File: src/rtl/decode_pkg.sv
// Shared definitions for the RV32I decode stage: opcode values, ALU one-hot bit
// indices, load/store and jump encodings, the decoded-bundle struct, the skid
// buffer state type, and the combinational decode() function.
package decode_pkg;

  localparam logic [6:0] OpLui    = 7'b0110111;
  localparam logic [6:0] OpAuipc  = 7'b0010111;
  localparam logic [6:0] OpJal    = 7'b1101111;
  localparam logic [6:0] OpJalr   = 7'b1100111;
  localparam logic [6:0] OpBranch = 7'b1100011;
  localparam logic [6:0] OpLoad   = 7'b0000011;
  localparam logic [6:0] OpStore  = 7'b0100011;
  localparam logic [6:0] OpOpImm  = 7'b0010011;
  localparam logic [6:0] OpOp     = 7'b0110011;

  // Bit positions within the one-hot alu_op field.
  localparam int unsigned AluAdd  = 0;
  localparam int unsigned AluSub  = 1;
  localparam int unsigned AluSll  = 2;
  localparam int unsigned AluSlt  = 3;
  localparam int unsigned AluSltu = 4;
  localparam int unsigned AluXor  = 5;
  localparam int unsigned AluSrl  = 6;
  localparam int unsigned AluSra  = 7;
  localparam int unsigned AluOr   = 8;
  localparam int unsigned AluAnd  = 9;

  localparam logic [1:0] JNone = 2'b00;
  localparam logic [1:0] JJal  = 2'b01;
  localparam logic [1:0] JJalr = 2'b10;

  // ls_op = {store, unsigned, size[1:0]}
  localparam logic [1:0] LsSizeB = 2'b00;
  localparam logic [1:0] LsSizeH = 2'b01;
  localparam logic [1:0] LsSizeW = 2'b10;

  typedef struct packed {
    logic        illegal;
    logic        alu_src_imm;
    logic        auipc;
    logic        lui;
    logic [3:0]  mdu_op;
    logic        b_en;
    logic [2:0]  b_op;
    logic [1:0]  j_op;
    logic        ls_en;
    logic [3:0]  ls_op;
    logic [9:0]  alu_op;
    logic [31:0] imm;
    logic [4:0]  rd;
    logic [4:0]  rs2;
    logic [4:0]  rs1;
  } decoded_t;

  localparam int unsigned DecW = $bits(decoded_t);

  typedef enum logic [1:0] {StEmpty, StOne, StTwo} skid_state_e;

  // funct3 -> one-hot ALU op; alt picks sub/sra over add/srl.
  function automatic logic [9:0] alu_from_f3(input logic [2:0] f3, input logic alt);
    logic [9:0] op;
    op = '0;
    case (f3)
      3'b000:  op[alt ? AluSub : AluAdd] = 1'b1;
      3'b001:  op[AluSll] = 1'b1;
      3'b010:  op[AluSlt] = 1'b1;
      3'b011:  op[AluSltu] = 1'b1;
      3'b100:  op[AluXor] = 1'b1;
      3'b101:  op[alt ? AluSra : AluSrl] = 1'b1;
      3'b110:  op[AluOr] = 1'b1;
      default: op[AluAnd] = 1'b1;
    endcase
    return op;
  endfunction

  function automatic decoded_t decode(input logic [31:0] inst, input logic en_m);
    decoded_t    d;
    logic [6:0]  opcode;
    logic [2:0]  f3;
    logic [6:0]  f7;
    logic [31:0] imm_i, imm_s, imm_b, imm_u, imm_j;

    opcode = inst[6:0];
    f3     = inst[14:12];
    f7     = inst[31:25];
    // Pure slicing plus sign extension from inst[31]; no adders.
    imm_i  = {{20{inst[31]}}, inst[31:20]};
    imm_s  = {{20{inst[31]}}, inst[31:25], inst[11:7]};
    imm_b  = {{19{inst[31]}}, inst[31], inst[7], inst[30:25], inst[11:8], 1'b0};
    imm_u  = {inst[31:12], 12'b0};
    imm_j  = {{11{inst[31]}}, inst[31], inst[19:12], inst[20], inst[30:21], 1'b0};

    d = '0;
    case (opcode)
      OpLui: begin
        d.rd  = inst[11:7];
        d.imm = imm_u;
        d.lui = 1'b1;
      end
      OpAuipc: begin
        d.rd             = inst[11:7];
        d.imm            = imm_u;
        d.auipc          = 1'b1;
        d.alu_op[AluAdd] = 1'b1;
      end
      OpJal: begin
        d.rd             = inst[11:7];
        d.imm            = imm_j;
        d.j_op           = JJal;
        d.alu_op[AluAdd] = 1'b1;
      end
      OpJalr: begin
        d.rd             = inst[11:7];
        d.rs1            = inst[19:15];
        d.imm            = imm_i;
        d.j_op           = JJalr;
        d.alu_op[AluAdd] = 1'b1;
        d.illegal        = (f3 != 3'b000);
      end
      OpBranch: begin
        d.rs1     = inst[19:15];
        d.rs2     = inst[24:20];
        d.imm     = imm_b;
        d.b_en    = 1'b1;
        d.b_op    = f3;
        d.illegal = (f3 == 3'b010) || (f3 == 3'b011);
      end
      OpLoad: begin
        d.rd             = inst[11:7];
        d.rs1            = inst[19:15];
        d.imm            = imm_i;
        d.ls_en          = 1'b1;
        d.ls_op          = {1'b0, f3[2], f3[1:0]};
        d.alu_op[AluAdd] = 1'b1;
        d.illegal        = (f3[1:0] == 2'b11) || (f3 == 3'b110);
      end
      OpStore: begin
        d.rs1            = inst[19:15];
        d.rs2            = inst[24:20];
        d.imm            = imm_s;
        d.ls_en          = 1'b1;
        d.ls_op          = {1'b1, 1'b0, f3[1:0]};
        d.alu_op[AluAdd] = 1'b1;
        d.illegal        = f3[2] || (f3[1:0] == 2'b11);
      end
      OpOpImm: begin
        d.rd          = inst[11:7];
        d.rs1         = inst[19:15];
        d.imm         = imm_i;
        d.alu_src_imm = 1'b1;
        d.alu_op      = alu_from_f3(f3, (f3 == 3'b101) && inst[30]);
        if (f3 == 3'b001) begin
          d.illegal = (f7 != 7'b0);
        end else if (f3 == 3'b101) begin
          d.illegal = ({inst[31], inst[29:25]} != 6'b0);
        end
      end
      OpOp: begin
        d.rd  = inst[11:7];
        d.rs1 = inst[19:15];
        d.rs2 = inst[24:20];
        if (f7 == 7'b0000000) begin
          d.alu_op = alu_from_f3(f3, 1'b0);
        end else if (f7 == 7'b0100000) begin
          d.alu_op  = alu_from_f3(f3, 1'b1);
          d.illegal = (f3 != 3'b000) && (f3 != 3'b101);
        end else if (f7 == 7'b0000001) begin
          d.mdu_op  = {1'b1, f3};
          d.illegal = !en_m;
        end else begin
          d.illegal = 1'b1;
        end
      end
      default: d.illegal = 1'b1;
    endcase

    // Illegal encodings carry no op fields, only the flag.
    if (d.illegal) begin
      d         = '0;
      d.illegal = 1'b1;
    end
    return d;
  endfunction

endpackage

File: src/rtl/decode_skid_buffer.sv
// Valid/ready pipeline register with optional second (skid) entry.
// Ports: clk, rst (async, active high), flush; in_valid/in_ready/in_data upstream;
// out_valid/out_ready/out_data downstream. W sets payload width; SKID=1 gives a
// registered in_ready and full throughput, SKID=0 a single entry with
// in_ready = !out_valid | out_ready.
module skid_buffer
  import decode_pkg::*;
#(
  parameter int unsigned W    = 8,
  parameter bit          SKID = 1'b1
) (
  input  logic         clk,
  input  logic         rst,
  input  logic         flush,
  input  logic         in_valid,
  output logic         in_ready,
  input  logic [W-1:0] in_data,
  output logic         out_valid,
  input  logic         out_ready,
  output logic [W-1:0] out_data
);

  skid_state_e state_q, state_d;
  logic        in_ready_q, in_ready_d;
  logic [W-1:0] out_q, skid_q;
  logic        accept, drain;
  logic        load_out, load_skid, sel_skid;

  // State register
  always_ff @(posedge clk or posedge rst) begin
    if (rst) begin
      state_q    <= StEmpty;
      in_ready_q <= 1'b1;
    end else begin
      state_q    <= state_d;
      in_ready_q <= in_ready_d;
    end
  end

  // Next state and datapath enables
  always_comb begin
    accept    = in_valid && in_ready && !flush;
    drain     = out_valid && out_ready;
    state_d   = state_q;
    load_out  = 1'b0;
    load_skid = 1'b0;
    sel_skid  = 1'b0;
    case (state_q)
      StEmpty: begin
        if (accept) begin
          state_d  = StOne;
          load_out = 1'b1;
        end
      end
      StOne: begin
        if (accept && drain) begin
          load_out = 1'b1;
        end else if (accept) begin
          state_d   = StTwo;
          load_skid = 1'b1;
        end else if (drain) begin
          state_d = StEmpty;
        end
      end
      StTwo: begin
        if (drain) begin
          state_d  = StOne;
          load_out = 1'b1;
          sel_skid = 1'b1;
        end
      end
      default: state_d = StEmpty;
    endcase
    // Flush wins over accept; a concurrent drain has already been seen downstream.
    if (flush) begin
      state_d   = StEmpty;
      load_out  = 1'b0;
      load_skid = 1'b0;
    end
    in_ready_d = (state_d != StTwo);
  end

  // Outputs
  always_comb begin
    out_valid = (state_q != StEmpty);
    in_ready  = SKID ? in_ready_q : ((state_q == StEmpty) || out_ready);
    out_data  = out_q;
  end

  always_ff @(posedge clk or posedge rst) begin
    if (rst) begin
      out_q  <= '0;
      skid_q <= '0;
    end else begin
      if (load_out) begin
        out_q <= sel_skid ? skid_q : in_data;
      end
      if (load_skid) begin
        skid_q <= in_data;
      end
    end
  end

endmodule

File: src/rtl/decode_stage.sv
// Registered RV32I decode stage between fetch and execute.
// Ports: clk, rst (async, active high), flush; upstream in_valid/in_ready with
// in_pc/in_inst; downstream out_valid/out_ready with the decoded bundle
// (out_pc, register indices, immediate, op fields, class flags, out_illegal).
// Decode is combinational on in_inst and captured, with the PC, in skid_buffer.
module decode_stage
  import decode_pkg::*;
#(
  parameter int unsigned PC_W = 32,
  parameter bit          EN_M = 1'b0,
  parameter bit          SKID = 1'b1
) (
  input  logic            clk,
  input  logic            rst,
  input  logic            flush,
  input  logic            in_valid,
  output logic            in_ready,
  input  logic [PC_W-1:0] in_pc,
  input  logic [31:0]     in_inst,
  output logic            out_valid,
  input  logic            out_ready,
  output logic [PC_W-1:0] out_pc,
  output logic [4:0]      out_rs1,
  output logic [4:0]      out_rs2,
  output logic [4:0]      out_rd,
  output logic [31:0]     out_imm,
  output logic [9:0]      out_alu_op,
  output logic [3:0]      out_ls_op,
  output logic            out_ls_en,
  output logic [1:0]      out_j_op,
  output logic [2:0]      out_b_op,
  output logic            out_b_en,
  output logic [3:0]      out_mdu_op,
  output logic            out_lui,
  output logic            out_auipc,
  output logic            out_alu_src_imm,
  output logic            out_illegal
);

  localparam int unsigned PayW = PC_W + DecW;

  decoded_t        dec_in, dec_out;
  logic [PayW-1:0] in_payload, out_payload;

  assign dec_in     = decode(in_inst, EN_M);
  assign in_payload = {in_pc, dec_in};

  skid_buffer #(
    .W    (PayW),
    .SKID (SKID)
  ) u_skid (
    .clk       (clk),
    .rst       (rst),
    .flush     (flush),
    .in_valid  (in_valid),
    .in_ready  (in_ready),
    .in_data   (in_payload),
    .out_valid (out_valid),
    .out_ready (out_ready),
    .out_data  (out_payload)
  );

  assign out_pc          = out_payload[PayW-1:DecW];
  assign dec_out         = out_payload[DecW-1:0];
  assign out_rs1         = dec_out.rs1;
  assign out_rs2         = dec_out.rs2;
  assign out_rd          = dec_out.rd;
  assign out_imm         = dec_out.imm;
  assign out_alu_op      = dec_out.alu_op;
  assign out_ls_op       = dec_out.ls_op;
  assign out_ls_en       = dec_out.ls_en;
  assign out_j_op        = dec_out.j_op;
  assign out_b_op        = dec_out.b_op;
  assign out_b_en        = dec_out.b_en;
  assign out_mdu_op      = dec_out.mdu_op;
  assign out_lui         = dec_out.lui;
  assign out_auipc       = dec_out.auipc;
  assign out_alu_src_imm = dec_out.alu_src_imm;
  assign out_illegal     = dec_out.illegal;

endmodule

File: config.mk
export PLATFORM = sky130hd
export DESIGN_NAME = decode_stage
export DESIGN_NICKNAME = d
export VERILOG_FILES = /design/src/rtl/decode_pkg.sv /design/src/rtl/decode_skid_buffer.sv /design/src/rtl/decode_stage.sv
export SDC_FILE = /design/constraint.sdc
export NUM_CORES = 1
export LEC_CHECK = 0
export BUFFER_PORTS_ARGS = -buffer_cell sky130_fd_sc_hd__buf_2
export CAP_MARGIN = 20
export CORE_UTILIZATION = 56
export CTS_CLUSTER_DIAMETER = 100
export DETAILED_ROUTE_END_ITERATION = 10
export PLACE_DENSITY_LB_ADDON = 0.08
export SKIP_CTS_REPAIR_TIMING = 1
export SLEW_MARGIN = 20
export SYNTH_ARGS = -nofsm -noshare
export SYNTH_HDL_FRONTEND = slang
export SYNTH_SLANG_ARGS = --single-unit
File: constraint.sdc
create_clock -name clk -period 6.93 [get_ports clk]
set_input_delay 0.3465 -clock clk [delete_from_list [all_inputs] [get_ports clk]]
set_output_delay 0.3465 -clock clk [all_outputs]
set_load 0.005 [all_outputs]
==> results.toml, run 1 <==
[outcome]
outcome = "complete, but fails checks"
violations = "negative hold slack"

[setup_path]
critPathCaptureType = "flop"
path_max_fanout = 101
path_class = "flop to flop"
crit_top_cell = "buf_4"
start_kind = "flop"
cp_slowest_cell = "buf_4"
required_ns = 7.35
critPathMaxStageDelay_ns = 0.84
cp_cell_sequence = "nand3b_1 > buf_4 > o31ai_1 > nor2b_4 > buf_4 > buf_4 > o311ai_0 > o21a_1"
crit_arrival_ns = 3.72

[place]
numPortBuffers = 178
dp_hpwl_um = 16900
place_area_mm2 = 0.0107
globalplace.congestion = 0.943
place_inst = 1412

[yosys]
syn_avg_cell_area_um2 = 8.99
async_flop_share = 1.00
synthTopCellsByArea = "dfrtp_1 (56%), nand2_1 (11%), a21oi_1 (4.1%)"
synth_cell_type_count = 55
yosysSeqAreaShare = 0.560
yosys_warnings = 0
synth-edff-count = 0
syn-num-nets = 1157
ys_ff_latch = 219
yosysTopAreaCell = "dfrtp_1"
synth_top_area_share = 0.558
syn_area_mm2 = 0.00978
synthFlopType = "dfrtp_1"
netlist_instances = 1088

[floorplanning]
initial_core_util = 0.582
std_cell_rows = 47
dieArea_mm2 = 0.0180
dieHeight_um = 134
dieWidth_um = 134
pin_count = 179
core-area_mm2 = 0.0168

[timing]
setup_violations = 0
skew_ns = 0.0133
grt_setup_unrepaired = "no"
final-hold-violation-count = 26
setup_tns_ns = 0
worstMarginPinSlew_ns = 0.993
max_clock_freq_mhz = 303
period_share = 0.476
slew-limit-headroom = 0.338
slew_violations = 0
finalHoldWorstSlack_ns = -0.0487
period_needed_ns = 3.30

[layout]
drive_gt1_frac = 0.199
diodes = 0
fin_cells = 1453
nNetsFinal = 1287
syn2layout_area_growth_pct = 17.3
final_cell_area_mm2 = 0.0115

[drt]
drt_iter0_markers = 764
vias = 8607
drcViolationCount = 0
firstDrtPassIters = 5
vias_per_cell = 5.92
postRouteAntennaNets = 0
finalWirelength_um = 26900
wl_per_cell_um = 18.5

[clock_tree]
cts_htree_levels = 1
clk_pin_slew_ns = 0.06
cts_buffer_depth = 3
cts_root_buffer = "clkbuf_16"
clock_sinks = 219
clk_latency_ns = 0.52
numCtsBuffers = 24
cts_tree = "built"

[global_route]
antenna_found_initial = 0
globalRouteTotalUtil = 0.303
overflow = 0
first_global_vias = 7910
grt_max_degree = 155
grt_pass1_wl_um = 43000

[pwr]
p_total_w = 0.00319
p_per_area_mw_per_mm2 = 278
vdd_drop_max_mv = 0.206
leakage_nw = 5.49

[hold_path]
hp-class = "input pin to async pin"

[run]
maxCapViolCount = 0
per-layer routing:
metal | up-vias | wire length (µm) | share of wire | global-route usage
met5 | - | 0 | 0 | 0
met4 | 0 | 650 | 0.024 | 0.0849
met3 | 50 | 2020 | 0.075 | 0.0442
met2 | 356 | 12500 | 0.46 | 0.461
met1 | 4182 | 11800 | 0.44 | 0.454
li1 | 4019 | - | - | -
cell usage in the layout (no fill, tap or decap), types with 4 or more instances in the layout:
cell type,synthesis,routed
dfrtp_1,218,218
nand2_1,292,292
a31oi_1,33,33
a32o_1,6,6
o21ai_0,42,42
clkbuf_8,0,7
o31ai_1,20,20
buf_2,11,178
nor2_1,91,90
and3_1,23,23
a22oi_1,4,4
buf_4,3,11
o22ai_1,32,32
clkbuf_16,0,24
a22o_1,11,11
a21oi_1,80,80
or3_1,7,7
o21ai_1,34,34
nor3_1,7,7
inv_1,15,14
and2_1,8,8
a221o_1,10,10
nand4_1,9,9
nand3_1,11,11
state kept, by name, summed over array words and instances (netlist names):
register         cells
u_skid.out_data    108
u_skid.in_ready      1
u_skid.skid_q      108
u_skid.state_q       2
cells in the mapped netlist (8+ instances only):
cell / instances
nand4_1: 9
clkbuf_1: 62
nand3_1: 11
a31oi_1: 33
nand2_1: 292
a22o_1: 11
o22ai_1: 32
nor2_1: 91
and2_1: 8
o21ai_1: 34
buf_2: 11
inv_1: 15
a221o_1: 10
o31ai_1: 20
a21oi_1: 80
o21ai_0: 42
and3_1: 23
dfrtp_1: 218
power by group:
group          switching (W)  leakage [nW]  internal [W]  total (W)
registers          0.0000847          2.81       0.00143    0.00151
clock network       0.000511         0.387      0.000747    0.00126
logic               0.000247          2.29      0.000171   0.000418
logic make-up after synthesis:
kind of cell / Yosys count / share of synthesized area
AND/OR/NAND/NOR: 477 / 0.211
AO/OA/AOI/OAI: 290 / 0.183
flip-flops: 219 / 0.560
buffers and inverters: 100 / 0.0441
multiplexers: 2 / 0.00205
stage by stage:
stage | util | setup WS, ns
after global routing | 0.682 | 3.43
after global placement | 0.635 | 3.73
after CTS | 0.682 | 3.65
after floorplan | - | 0.592
after detailed placement | 0.635 | 3.67
final | 0.682 | 3.63
worst paths after layout:
check	startpoint	to	slack, ns	cells after the start
max reg2reg	u_skid.state_q[0]	u_skid.out_data[73]	3.63	8
max	u_skid.state_q[0]	u_skid.out_data[73]	3.63	8
min reg2reg	u_skid.skid_q[51]	u_skid.skid_q[51]	0.47	2
min	rst	u_skid.out_data[22]	-0.05	2
min in group clk	in_pc[18]	u_skid.skid_q[94]	0.03	3
max in group asynchronous	rst	u_skid.out_data[67]	5.56	3
critical path: cells and delay by family, from the launching register on:
kind                   cells  cell delay, ns
AOI/OAI and AO/OA          3            0.67
DFF                        1            0.44
buffers and inverters      3            1.59
and+or+nand+nor            2            0.44
cell type report:
class	count	area (µm²)
inverter	15	68.8
tap	220	275
clock inverter	7	77.6
fill	1412	5350
timing repair buffer	189	973
multi-input combinational	769	3880
sequential	219	5480
clock buffer	34	708
Note: power is estimated with default switching activity, not from simulation.
==> run 2, diff against run 1 <==
- CORE_UTILIZATION: 56 -> 50
- clock period: 6.93 -> 2.88 ns (I/O delays scaled with it)
==> run 2 against run 1 <==
Clock skew fell by 0.0019 ns; flip-flop and latch count did not move; register-to-register slack got worse by 3.2 ns; the flow still finishes with violations (negative hold slack); count of clock-buffer cells in the layout rose by 4; setup slack got worse by 3.2 ns; core utilization fell by 4.0 points; total power rose by 140%; non-clock buffer count rose by 62; clock power rose by 140%.
==> results.toml, run 2 (synthesis gave the netlist of run 1 again) <==
[setup_path]
required_ns = 3.31
start_kind = "flop"
critPathLaunch = "u_skid.in_ready"
rr_worst_depth = 7
crit_arrival_ns = 2.86
path_max_fanout = 150
critPathCaptureType = "flop"
r2r-start = "u_skid.in_ready"
path_class = "flop to flop"

[pwr]
p_sw_frac = 0.261
leakage_nw = 5.77
combPwrFrac = 0.139
vdd_drop_max_mv = 0.458
clockPowerShare = 0.395
p_per_area_mw_per_mm2 = 641
p_int_w = 0.00576
p_sw_w = 0.00203
seq_power_share = 0.467

[drt]
postRouteAntennaNets = 0
drcViolationCount = 0
firstDrtPassIters = 5
wl_per_cell_um = 17.9
finalWirelength_um = 28000
vias = 8722
vias_per_cell = 5.60
drt_iter0_markers = 652

[layout]
multiInputGateArea_mm2 = 0.00388
fillers = 1646
diodes = 0
layout_common_cells = "nand2_1 (292), dfrtp_1 (218), buf_2 (178)"
nNetsFinal = 1349
fin_cells = 1558
syn2layout_area_growth_pct = 24.4
regArea_mm2 = 0.00548
finish.utilization = 0.642
final_common_cell = "nand2_1"
drive_gt1_frac = 0.196

[place]
dp_hpwl_um = 17200
globalplace.congestion = 0.884
dp_slack_ns = 0.261
place_inst = 1461
numPortBuffers = 178

[outcome]
violations = "negative hold slack"
outcome = "complete, but fails checks"

[clock_tree]
cts_buffer_depth = 3
cts_root_buffer = "clkbuf_16"
numCtsBuffers = 24
clk_latency_ns = 0.52
cts_htree_levels = 1
clock_sinks = 219
cts_tree = "built"
clk_pin_slew_ns = 0.06

[global_route]
grt_pass1_wl_um = 43500
overflow = 0
globalRouteTotalUtil = 0.275
first_global_vias = 7939
antenna_found_initial = 0
grt_max_degree = 151

[timing]
worst_slack_ns = 0.453
skew_ns = 0.0114
period_needed_ns = 2.43
slew_violations = 0
period_share = 0.843
grt_setup_unrepaired = "no"
slew-limit-headroom = 0.422
final-hold-violation-count = 2
setup_violations = 0
worstMarginPinSlew_ns = 0.866
finalHoldWorstSlack_ns = -0.0152
max_clock_freq_mhz = 412

[floorplanning]
dieHeight_um = 142
dieWidth_um = 142
std_cell_rows = 50
pin_count = 179
core-area_mm2 = 0.0190
initial_core_util = 0.516
dieArea_mm2 = 0.0201

[hold_path]
whs_path_depth = 3
hp-class = "input pin to flop"
min-delay-start = "in_inst[27]"

[run]
maxCapViolCount = 0
run 2: changes by cell type in the layout (fill, tap and decap cells not counted), sizes merged:
| cell | previous run | this run |
|---|---|---|
| buf | 189 | 198 |
| clkbuf | 34 | 38 |
| clkinvlp | 1 | 3 |
| inv | 15 | 14 |
| dlygate4sd3 | 0 | 53 |
| clkinv | 5 | 3 |
run 2: power groups by stage:
stage                     Combinational (W)  Sequential (W)  Clock, W
after floorplan                    0.000553         0.00367         0
final                               0.00108         0.00364   0.00308
after CTS                           0.00103         0.00364   0.00315
after global placement              0.00100         0.00368         0
after detailed placement            0.00102         0.00369         0
after global routing                0.00121         0.00368   0.00326
run 2: worst paths after layout:
kind,endpoint,slack [ns]
worst max-delay path,u_skid.out_data[21],0.45
worst min-delay path,u_skid.out_data[22],-0.02
worst max register to register,u_skid.out_data[21],0.45
worst min register to register,u_skid.skid_q[51],0.47
max in group asynchronous,u_skid.skid_q[51],1.72
min in group asynchronous,u_skid.out_data[23],0.08
run 2: metal layers:
metal / GRT usage / vias up / share of wire
met5: 0 / - / 0
met4: 0.0741 / 0 / 0.022
met3: 0.0412 / 50 / 0.065
met2: 0.425 / 320 / 0.46
met1: 0.405 / 4196 / 0.45
li1: - / 4156 / -
run 2: stage by stage:
| stage | setup TNS, ns | power, W | instance area [µm²] | hold WS (ns) |
|---|---|---|---|---|
| after floorplan | -25.57 | 0.00423 | 9780 | 0.210 |
| after global placement | 0 | 0.00468 | 10800 | 0.0714 |
| after detailed placement | 0 | 0.00471 | 10800 | 0.0714 |
| after CTS | 0 | 0.00781 | 11600 | -0.475 |
| after global routing | 0 | 0.00814 | 12200 | 0.00386 |
| final | 0 | 0.00779 | 12200 | -0.0152 |
run 2: layout make-up:
class	count	share of cell area
Clock buffer	38	0.0612
Clock inverter	6	0.00494
Inverter	15	0.00494
Multi-Input combinational cell	769	0.319
Sequential cell	219	0.451
Tap cell	260	0.0267
Timing Repair Buffer	251	0.132
run 2: critical path, cell delays in order (launching register included):
cell     delay [ns]
dfstp_2        0.54
nand2_1        0.13
o31ai_1        0.41
nor2b_4        0.27
buf_12         0.48
and3_1         0.24
a21oi_1        0.04
o21ai_0        0.11
==> run 3, diff against run 2 <==
- clock period: 2.88 -> 2 ns (I/O delays scaled with it)
==> run 3 against run 2 <==
The run still ends with negative hold slack left; register-to-register slack got worse by 0.40 ns; die area unchanged; critical path depth increased by 1; combinational power increased by 57%; clock skew decreased by 0.0051 ns; critical endpoint is now u_skid.out_data[4]; fmax increased by 25%.
==> results.toml, run 3 (synthesis gave the netlist of run 1 again) <==
[drt]
drcViolationCount = 0
vias_per_cell = 5.59
postRouteAntennaNets = 0
vias = 9048
drt_iter0_markers = 775
finalWirelength_um = 28800
firstDrtPassIters = 6
wl_per_cell_um = 17.8

[clock_tree]
cts_htree_levels = 1
numCtsBuffers = 23
cts_buffer_depth = 3
clk_latency_ns = 0.53
cts_root_buffer = "clkbuf_16"
clock_sinks = 219
clk_pin_slew_ns = 0.07
cts_tree = "built"

[layout]
fillers = 1550
layout_common_cells = "nand2_1 (292), dfrtp_1 (218), buf_2 (178)"
diodes = 0
drive_gt1_frac = 0.238
final_cell_area_mm2 = 0.0128
nNetsFinal = 1412
finish.utilization = 0.673
syn2layout_area_growth_pct = 30.5
final_common_cell = "nand2_1"

[floorplanning]
std_cell_rows = 50
core-area_mm2 = 0.0190
dieWidth_um = 142
dieHeight_um = 142
dieArea_mm2 = 0.0201
pin_count = 179
initial_core_util = 0.516

[setup_path]
required_ns = 2.44
path_max_fanout = 5
crit_arrival_ns = 2.39
r2r-start = "u_skid.state_q[0]"
start_kind = "flop"
worstReg2RegEnd = "u_skid.out_data[4]"
path_class = "flop to flop"
rr_worst_depth = 8
r2r_slack_ns = 0.05
critPathCaptureType = "flop"

[global_route]
grt_use_met2 = 0.430
grt_max_degree = 86
globalRouteTotalUtil = 0.281
use_met1 = 0.416
overflow = 0
grt-busiest-layer = "met2"
grt_pass1_wl_um = 44300
grt_use_met3 = 0.0425
antenna_found_initial = 0
first_global_vias = 8329

[place]
globalplace.congestion = 0.915
place_area_mm2 = 0.0114
dp_hpwl_um = 18500
numPortBuffers = 178
dp_slack_ns = -0.204

[timing]
final-hold-violation-count = 1
finalHoldWorstSlack_ns = -0.0261
period_share = 0.974
worstMarginPinSlew_ns = 0.705
max_clock_freq_mhz = 514
slew-limit-headroom = 0.528
period_needed_ns = 1.95
setup_violations = 0
skew_ns = 0.00628
slew_violations = 0
grt_setup_unrepaired = "yes"
worst_slack_ns = 0.0528

[outcome]
outcome = "complete, but fails checks"
violations = "negative hold slack"

[hold_path]
whs_path_depth = 3
hp-class = "input pin to flop"
holdPathEnd = "u_skid.out_data[50]"
min-delay-start = "in_inst[12]"

[pwr]
vdd_drop_max_mv = 0.649
p_per_area_mw_per_mm2 = 891
leakage_nw = 6.13

[run]
maxCapViolCount = 0
[run 3: cell count changes in the layout (fill, tap and decap cells not counted), sizes merged]
| cell | before | now |
|---|---|---|
| buf | 198 | 263 |
| clkbuf | 38 | 35 |
| bufinv | 1 | 3 |
| clkinvlp | 3 | 1 |
| dlygate4sd3 | 53 | 51 |
| clkinv | 3 | 4 |
| inv | 14 | 15 |
[run 3: critical path, cell delays in order (launching register included)]
cell      delay (ns)
dfrtp_1         0.38
buf_4           0.15
nand3b_1        0.21
o31ai_4         0.09
nor2b_4         0.20
nand3_1         0.11
buf_6           0.16
or3_4           0.39
o22ai_4         0.17
[run 3: worst max path at each step]
| stage | from | cells past startpoint | end |
|---|---|---|---|
| 2_1_floorplan | rst | 1 | u_skid.out_data[0] |
| 3_3_place_gp | in_inst[14] | 9 | u_skid.skid_q[12] |
| 3_5_place_dp | in_inst[2] | 8 | u_skid.out_data[14] |
| 4_1_cts | u_skid.in_ready | 7 | u_skid.out_data[4] |
| 5_1_grt | u_skid.state_q[0] | 8 | u_skid.out_data[4] |
| 6_report | u_skid.state_q[0] | 8 | u_skid.out_data[4] |
[run 3: stage by stage]
stage / TNS (ns) / total power (W) / cells
2_1_floorplan: -208.03 / 0.00608 / 1088
3_3_place_gp: -6.39 / 0.00683 / 1526
3_5_place_dp: -10.65 / 0.00687 / 1526
4_1_cts: -0.613 / 0.0113 / 1568
5_1_grt: -0.289 / 0.0119 / 1620
6_report: 0 / 0.0114 / 1620
[run 3: per-layer routing]
metal  vias to the layer above  wire length (µm)
met5                         -                 0
met4                         0               643
met3                        49              1730
met2                       337             13400
met1                      4385             13000
li1                       4277                 -
[run 3: area by class of cell]
cell class,count,area (µm²),share of cell area
Clock inverter,8,134,0.0105
Sequential cell,219,5480,0.429
Tap cell,260,325,0.0255
Timing Repair Buffer,315,2180,0.170
Clock buffer,34,647,0.0507
Multi-Input combinational cell,769,3940,0.309
Inverter,15,60.1,0.00471
[run 3: where the power goes]
part / switching [W] / internal (W)
logic: 0.000931 / 0.000768
registers: 0.000280 / 0.00495
clock network: 0.00180 / 0.00265
